**src/rtl/fft32_pkg.sv**
```systemverilog
// Shared types and constants for the 32-point FFT sequencer.
package fft32_pkg;

  typedef enum logic [3:0] {
    ST_IDLE     = 4'd0,
    ST_LOAD     = 4'd1,
    ST_S0_START = 4'd2,
    ST_S0_WAIT  = 4'd3,
    ST_S0_RUN   = 4'd4,
    ST_S0_FLUSH = 4'd5,
    ST_S1_START = 4'd6,
    ST_S1_WAIT  = 4'd7,
    ST_S1_RUN   = 4'd8,
    ST_S1_FLUSH = 4'd9,
    ST_UNLOAD   = 4'd10
  } state_t;

  localparam int BEATS   = 8;
  localparam int LANES   = 4;
  localparam int RUN_CYC = 32;

  localparam logic BANK_IN  = 1'b0;
  localparam logic BANK_MID = 1'b1;

  // Stage 0 writes its results to the middle bank, stage 1 back to the input bank.
  function automatic logic wb_bank(input logic stage);
    return stage ? BANK_IN : BANK_MID;
  endfunction

endpackage

```
**src/rtl/fft_dly.sv**
```systemverilog
// Fixed-depth shift register used to align control with the butterfly pipeline.
module fft_dly #(
  parameter int W = 1,
  parameter int D = 1
) (
  input  logic         CLK,
  input  logic         RST,
  input  logic         clr,
  input  logic [W-1:0] din,
  output logic [W-1:0] dout
);

  logic [W-1:0] pipe_r [D];

  // Shift the control word one stage per cycle; clr empties the whole line.
  always_ff @(posedge CLK or negedge RST) begin
    if (!RST) begin
      for (int i = 0; i < D; i++) pipe_r[i] <= '0;
    end else if (clr) begin
      for (int i = 0; i < D; i++) pipe_r[i] <= '0;
    end else begin
      pipe_r[0] <= din;
      for (int i = 1; i < D; i++) pipe_r[i] <= pipe_r[i-1];
    end
  end

  assign dout = pipe_r[D-1];

endmodule

```
**src/rtl/fft32_seq.sv**
```systemverilog
// Control sequencer for the 32-point FFT: load, two butterfly stages, unload.
module fft32_seq
  import fft32_pkg::*;
#(
  parameter int ROM_LAT = 2,
  parameter int BF_LAT  = 3,
  parameter int AW      = 3
) (
  input  logic          CLK,
  input  logic          RST,
  input  logic          SOFT_CLR,
  input  logic          IN_VALID,
  output logic          IN_READY,
  output logic          OUT_VALID,
  input  logic          OUT_READY,
  output logic          ROM_START,
  output logic          ROM_STAGE,
  output logic          BF_EN,
  output logic [1:0]    PHASE,
  output logic [AW-1:0] BUF_RD_ADDR,
  output logic          BUF_RD_BANK,
  output logic          BUF_WE,
  output logic [AW-1:0] BUF_WR_ADDR,
  output logic          BUF_WR_BANK,
  output logic          BUSY,
  output logic          DONE,
  output logic [7:0]    FRAME_CNT
);

  localparam int              DW         = 1 + 2 + AW;
  localparam logic [4:0]      WAIT_LAST  = 5'(ROM_LAT - 1);
  localparam logic [4:0]      RUN_LAST   = 5'(RUN_CYC - 1);
  localparam logic [4:0]      FLUSH_LAST = 5'(BF_LAT - 1);
  localparam logic [AW-1:0]   BEAT_LAST  = AW'(BEATS - 1);
  localparam logic [AW-1:0]   ONE_A      = AW'(1'b1);

  state_t        state_r;
  logic [4:0]    cnt_r;
  logic [AW-1:0] beat_r;
  logic [AW-1:0] out_r;
  logic          in_ready_r;
  logic          out_valid_r;
  logic          rom_start_r;
  logic          rom_stage_r;
  logic          bf_en_r;
  logic [1:0]    phase_r;
  logic [AW-1:0] rd_addr_r;
  logic          rd_bank_r;
  logic          busy_r;
  logic [7:0]    frame_cnt_r;

  logic          accept_s;
  logic          out_acc_s;
  logic [4:0]    cnt_nxt_s;
  logic [DW-1:0] dly_s;
  logic          wb_en_s;
  logic [1:0]    wb_phase_s;
  logic [AW-1:0] wb_addr_s;

  // A clear in the same cycle always wins over a handshake.
  assign accept_s  = IN_VALID & in_ready_r & ~SOFT_CLR;
  assign out_acc_s = out_valid_r & OUT_READY & ~SOFT_CLR;
  assign cnt_nxt_s = cnt_r + 5'd1;

  // Butterfly results become writable BF_LAT cycles after their operands were read.
  fft_dly #(.W(DW), .D(BF_LAT)) u_dly (
    .CLK  (CLK),
    .RST  (RST),
    .clr  (SOFT_CLR),
    .din  ({bf_en_r, phase_r, rd_addr_r}),
    .dout (dly_s)
  );

  assign {wb_en_s, wb_phase_s, wb_addr_s} = dly_s;

  // Buffer write port: input beats during load, last sub-beat of each word during write-back.
  always_comb begin
    BUF_WE      = 1'b0;
    BUF_WR_ADDR = '0;
    BUF_WR_BANK = BANK_IN;
    if (accept_s) begin
      BUF_WE      = 1'b1;
      BUF_WR_ADDR = beat_r;
      BUF_WR_BANK = BANK_IN;
    end else if (wb_en_s && (wb_phase_s == 2'd3)) begin
      BUF_WE      = 1'b1;
      BUF_WR_ADDR = wb_addr_s;
      BUF_WR_BANK = wb_bank(rom_stage_r);
    end else begin
      BUF_WE      = 1'b0;
    end
  end

  // Main sequencer: state, counters and registered control outputs.
  always_ff @(posedge CLK or negedge RST) begin
    if (!RST) begin
      state_r     <= ST_IDLE;
      cnt_r       <= 5'd0;
      beat_r      <= '0;
      out_r       <= '0;
      in_ready_r  <= 1'b1;
      out_valid_r <= 1'b0;
      rom_start_r <= 1'b0;
      rom_stage_r <= 1'b0;
      bf_en_r     <= 1'b0;
      phase_r     <= 2'd0;
      rd_addr_r   <= '0;
      rd_bank_r   <= BANK_IN;
      busy_r      <= 1'b0;
      frame_cnt_r <= 8'd0;
    end else if (SOFT_CLR) begin
      state_r     <= ST_IDLE;
      cnt_r       <= 5'd0;
      beat_r      <= '0;
      out_r       <= '0;
      in_ready_r  <= 1'b1;
      out_valid_r <= 1'b0;
      rom_start_r <= 1'b0;
      rom_stage_r <= 1'b0;
      bf_en_r     <= 1'b0;
      phase_r     <= 2'd0;
      rd_addr_r   <= '0;
      rd_bank_r   <= BANK_IN;
      busy_r      <= 1'b0;
    end else begin
      rom_start_r <= 1'b0;
      case (state_r)
        ST_IDLE, ST_LOAD: begin
          if (accept_s) begin
            busy_r <= 1'b1;
            if (beat_r == BEAT_LAST) begin
              state_r     <= ST_S0_START;
              beat_r      <= '0;
              in_ready_r  <= 1'b0;
              rom_start_r <= 1'b1;
              rom_stage_r <= 1'b0;
              rd_bank_r   <= BANK_IN;
            end else begin
              state_r <= ST_LOAD;
              beat_r  <= beat_r + ONE_A;
            end
          end
        end
        ST_S0_START, ST_S1_START: begin
          state_r <= rom_stage_r ? ST_S1_WAIT : ST_S0_WAIT;
          cnt_r   <= 5'd0;
        end
        ST_S0_WAIT, ST_S1_WAIT: begin
          if (cnt_r == WAIT_LAST) begin
            state_r   <= rom_stage_r ? ST_S1_RUN : ST_S0_RUN;
            cnt_r     <= 5'd0;
            bf_en_r   <= 1'b1;
            phase_r   <= 2'd0;
            rd_addr_r <= '0;
          end else begin
            cnt_r <= cnt_nxt_s;
          end
        end
        ST_S0_RUN, ST_S1_RUN: begin
          if (cnt_r == RUN_LAST) begin
            state_r   <= rom_stage_r ? ST_S1_FLUSH : ST_S0_FLUSH;
            cnt_r     <= 5'd0;
            bf_en_r   <= 1'b0;
            phase_r   <= 2'd0;
            rd_addr_r <= '0;
          end else begin
            cnt_r     <= cnt_nxt_s;
            phase_r   <= cnt_nxt_s[1:0];
            rd_addr_r <= AW'(cnt_nxt_s[4:2]);
          end
        end
        ST_S0_FLUSH, ST_S1_FLUSH: begin
          if (cnt_r == FLUSH_LAST) begin
            cnt_r <= 5'd0;
            if (!rom_stage_r) begin
              state_r     <= ST_S1_START;
              rom_start_r <= 1'b1;
              rom_stage_r <= 1'b1;
              rd_bank_r   <= BANK_MID;
            end else begin
              state_r     <= ST_UNLOAD;
              rom_stage_r <= 1'b0;
              rd_bank_r   <= BANK_IN;
              rd_addr_r   <= '0;
              out_r       <= '0;
              out_valid_r <= 1'b1;
            end
          end else begin
            cnt_r <= cnt_nxt_s;
          end
        end
        ST_UNLOAD: begin
          if (out_acc_s) begin
            if (out_r == BEAT_LAST) begin
              state_r     <= ST_IDLE;
              out_r       <= '0;
              rd_addr_r   <= '0;
              out_valid_r <= 1'b0;
              in_ready_r  <= 1'b1;
              busy_r      <= 1'b0;
              frame_cnt_r <= frame_cnt_r + 8'd1;
            end else begin
              out_r     <= out_r + ONE_A;
              rd_addr_r <= out_r + ONE_A;
            end
          end
        end
        default: begin
          state_r    <= ST_IDLE;
          in_ready_r <= 1'b1;
          busy_r     <= 1'b0;
        end
      endcase
    end
  end

  assign IN_READY    = in_ready_r;
  assign OUT_VALID   = out_valid_r;
  assign ROM_START   = rom_start_r;
  assign ROM_STAGE   = rom_stage_r;
  assign BF_EN       = bf_en_r;
  assign PHASE       = phase_r;
  assign BUF_RD_ADDR = rd_addr_r;
  assign BUF_RD_BANK = rd_bank_r;
  assign BUSY        = busy_r;
  assign FRAME_CNT   = frame_cnt_r;
  assign DONE        = out_acc_s & (out_r == BEAT_LAST);

endmodule

```
**config.mk**
```make
export PLATFORM = sky130hd
export DESIGN_NAME = fft32_seq
export DESIGN_NICKNAME = d
export VERILOG_FILES = /design/src/rtl/fft32_pkg.sv /design/src/rtl/fft_dly.sv /design/src/rtl/fft32_seq.sv
export SDC_FILE = /design/constraint.sdc
export NUM_CORES = 1
export LEC_CHECK = 0
export CORE_MARGIN = 2
export CORE_UTILIZATION = 56
export CTS_CLUSTER_DIAMETER = 150
export DETAILED_ROUTE_END_ITERATION = 10
export PLACE_DENSITY = 0.79
export SYNTH_ARGS = -nofsm -noshare
export SYNTH_HDL_FRONTEND = slang
export SYNTH_SLANG_ARGS = --single-unit
```
**constraint.sdc**
```tcl
create_clock -name CLK -period 3.3 [get_ports CLK]
set_clock_uncertainty 0.2 [all_clocks]
set_input_delay 0.825 -clock CLK [delete_from_list [all_inputs] [get_ports CLK]]
set_output_delay 0.825 -clock CLK [all_outputs]
set_load 0.05 [all_outputs]
```
==> out/results.md <==
| Stage | Parameter | Reported |
| --- | --- | --- |
| status | Outcome | finished, final reports clean |
| floorplan | Die Ht | 74.3 microns |
| drt | First-pass detailed-route iteration total | 4 |
| cells and area | Fraction of layout instances using a drive strength above 1 | 12.7% |
| job | Max-cap violations | 0 |
| cts | Clock edge transition at the registers on the reported setup and hold paths | 0.10 ns |
| pwr | Share of power burned in combinational logic | 29.4% |
| setup path | Worst Path Buf+Inv | 3 |
| cts | Sinks on Clock Net | 52 |
| cts | H-tree levels | 2 |
| floorplan | Initial core utilization | 58.2% |
| floorplan | Number of top-level pins | 31 |
| synth | Leading post-synthesis cells by cell area | dfrtp_1 46%, nor2b_1 4.5%, ha_1 4.1% |
| cells and area | Utilization of the core after routing | 70.3% |
| setup path | Crit path DAT | 2.09 ns |
| global routing | Global-route wire length before repair | 9.85 mm |
| pwr | Switching pwr | 0.608 mW |
| global routing | Vias in the first global route | 2066 |
| cts | Number of buffers created by CTS | 5 |
| drt | Average wire per standard cell | 15.6 microns |
| setup path | CP endpoint kind | output port |
| setup path | Crit path to | BUF_WR_ADDR[2] |
| floorplan | Row count | 25 |
| setup path | Launching point of the worst reg2reg path | cnt_r[0]$_DFFE_PN0P_ |
| setup path | Kind of critical path | input pin to output port |
| placement | RePlAce Congestion | 0.901 |
| cells and area | Nets | 313 |
| setup path | Cell family with most CP delay | buffers and inverters |
| timing | TNS Setup | 0 ns |
| pwr | Power density normalized to cell area | 538 nW/um^2 |
| synth | Post-Synthesis Cell Area | 2770 sq um |
| drt | DRC viols | 0 |
| synth | Mapped Nets | 284 |
| pwr | Static leakage | 1.44 nW |
| drt | Remaining antenna violation count | 0 |
| setup path | CP peak stage delay | 0.60 ns |
| timing | Final critical-path share of the clock period | 94.4% |
| synth | Post-synthesis cell type count | 66 |
| timing | RSZ-0062 raised after global routing | no |
| pwr | Max rail drop VDD | 257 uV |
| synth | Fraction of synthesized cell area taken by the top area cell type | 46.2% |
| setup path | Number of gates on the worst path with buffers counted | 5 |
| setup path | R2R Setup Slk | 0.64 ns |
| synth | Number of enable-type register cells in the synthesized netlist | 0 |
| cells and area | Area growth syn-to-layout | 20.8% |
| pwr | Flop pwr share | 41.9% |
| floorplan | Width of the die | 74.3 microns |
| cts | # hold bufs at CTS | 0 |
| synth | Share of synthesized flip-flops with an asynchronous set or reset | 100% |
| cells and area | Antenna diodes | 0 |
| setup path | R2R Path End | cnt_r[2]$_DFFE_PN0P_ |
| timing | Count of endpoints failing hold in the final timing report | 0 |
| setup path | Maximum fanout along the worst path | 4 |
| cts | Buffers from clock root to sink, at most | 2 |
| setup path | Slowest CP cell | clkdlybuf4s50_1 |
| timing | Pins Over Slew Limit | 0 |
| hold path | Hold WC Path Type | input pin to async pin |
| timing | Slew of the pin with the lowest slew margin | 0.633 ns |
| pwr | Fraction of power spent switching nets | 33.9% |
| timing | Count of final setup violators | 0 |
| cts | Post-CTS Resized | 0 |
| global routing | Number of antenna violations at the first check in global routing | 0 |
| cts | Clock tree from TritonCTS | done |
| cts | Clock insertion delay at the later pin of the skew report | 0.30 ns |
| drt | Drt total wl | 5.72 mm |
| global routing | Largest net degree at the start of global routing | 24 |
| cts | Root Driver | clkbuf_8 |
| timing | Minimum period implied by the final worst setup slack | 3.12 ns |
| setup path | Depth of the most critical reg-to-reg path | 7 |
| synth | Cell type contributing the most total cell area after synthesis | dfrtp_1 |
| setup path | Timing startpoint of the critical path | SOFT_CLR |
| global routing | GRT overflow | 0 |
| drt | Detail-routed via count per cell | 5.99 |
| synth | Most frequently used flop master after synthesis | dfrtp_1 |
| floorplan | Core area | 4750 sq um |
| synth | Yosys reg bits | 52 |
| placement | Half-perimeter wire length after placement | 4.21 mm |
| pwr | Clock network power share | 28.7% |
| setup path | Critical path launch point type | input pin |
| timing | Peak clock frequency supported by timing | 321 MHz |
| setup path | List of cells traversed by the critical path | clkdlybuf4s50_1, nor2_1, buf_4, a22o_1, buf_12 |
| setup path | Critical path required time | 2.27 ns |
| timing | Remaining max-slew budget at the tightest pin | 57.8% |
| drt | Number of DRC markers after the initial detailed-route iteration | 194 |
| synth | Cell count after synthesis | 270 |
| synth | Synth Area per Inst | 10.2 sq um |
| global routing | Total GRT Usage | 23.4% |
| floorplan | Die area | 5520 sq um |
| drt | Total via count in the routed design | 2199 |
| placement | Number of buffer cells added on primary ports | 30 |
| synth | Synth Warn # | 0 |
| pwr | Pint | 1.19 mW |
| cts | Post-CTS repair timing setup buffer count | 0 |
| cells and area | # fillers | 365 |
| synth | Sequential element share of the synthesized area | 47.1% |
==> layer usage <==
layer	track usage [%]	up-vias	share of wire, %
met4	8.33	0	1.9
met5	0	-	0
met2	36.1	69	48
met3	4.61	15	5.1
li1	-	1052	-
met1	33.2	1063	45
==> registers in the layout, summed over array words and instances (netlist names), 2 cells and up <==
name and count:
u_dly.pipe_r 12, FRAME_CNT 8, u_dly.dout 6, cnt_r 5
state_r 4, BUF_RD_ADDR 3, beat_r 3, out_r 3
PHASE 2
==> cells in the final DEF (no fill, tap or decap), types with 5 or more instances in the layout <==
cell	instances
or3_1	5
inv_1	9
clkbuf_8	5
clkdlybuf4s50_1	23
a21oi_1	15
a22o_1	6
buf_4	6
xnor2_1	8
dfrtp_1	51
nor2b_1	20
o21ai_0	11
buf_12	7
nor2_1	12
nand3_1	11
nand4_1	7
ha_1	9
nand2_1	20
==> cell type report <==
class / instances / area (sq um) / share of cell area, %
tap: 67 / 83.8 / 2.51
inverter: 9 / 33.8 / 1.01
sequential: 52 / 1300 / 39.0
clock buffer: 5 / 68.8 / 2.06
multi-input combinational: 194 / 1360 / 40.8
timing repair buffer: 37 / 420 / 12.6
clock inverter: 3 / 68.8 / 2.06
==> stage by stage <==
stage	power [mW]	worst slack, ns	hold WS (ns)	area, sq um	cells
after floorplan	1.14	0.149	0.239	2770	270
after global placement	1.27	0.190	0.242	3200	359
after detailed placement	1.28	0.189	0.251	3200	359
after CTS	1.79	0.186	0.208	3340	367
after global routing	1.90	0.105	0.208	3340	367
final	1.80	0.185	0.200	3340	367
==> kinds of logic (layout without fill, tap and decap cells) <==
family | count (synthesis) | count (layout) | share of synthesized area, %
buffers and inverters | 24 | 54 | 3.80
adder cells (fa/ha/maj) | 9 | 9 | 4.07
AND/OR/NAND/NOR | 104 | 104 | 22.5
multiplexers | 2 | 2 | 0.769
AO/OA/AOI/OAI | 67 | 67 | 17.4
flip-flops | 52 | 52 | 47.1
XOR/XNOR | 12 | 12 | 4.34
==> cells in the mapped netlist, types with 4 or more instances <==
cell and instances:
dfrtp_1 51, nand2_1 20, nor2b_1 20, a21oi_1 15, nor2_1 12, nand3_1 11
o21ai_0 11, clkbuf_1 9, ha_1 9, inv_1 9, xnor2_1 8, nand4_1 7
a22o_1 6, nor3_1 5, or3_1 5, o311ai_0 4
==> power by group through the flow <==
stage / Combinational [mW] / Clock [mW] / Sequential [mW]
after floorplan: 0.392 / 0 / 0.749
final: 0.527 / 0.516 / 0.752
after global placement: 0.509 / 0 / 0.761
after detailed placement: 0.517 / 0 / 0.763
after CTS: 0.520 / 0.524 / 0.749
after global routing: 0.584 / 0.552 / 0.763
==> worst min path at each step <==
stage                                    start                        end
floorplan            u_dly.pipe_r[6]$_DFF_PN0_    u_dly.dout[0]$_DFF_PN0_
global placement    u_dly.pipe_r[12]$_DFF_PN0_  u_dly.pipe_r[6]$_DFF_PN0_
detailed placement   u_dly.pipe_r[6]$_DFF_PN0_    u_dly.dout[0]$_DFF_PN0_
CTS                                        RST    u_dly.dout[4]$_DFF_PN0_
global route                               RST    u_dly.dout[3]$_DFF_PN0_
finish                                     RST    u_dly.dout[5]$_DFF_PN0_
Note: power is estimated with default switching activity, not from simulation.
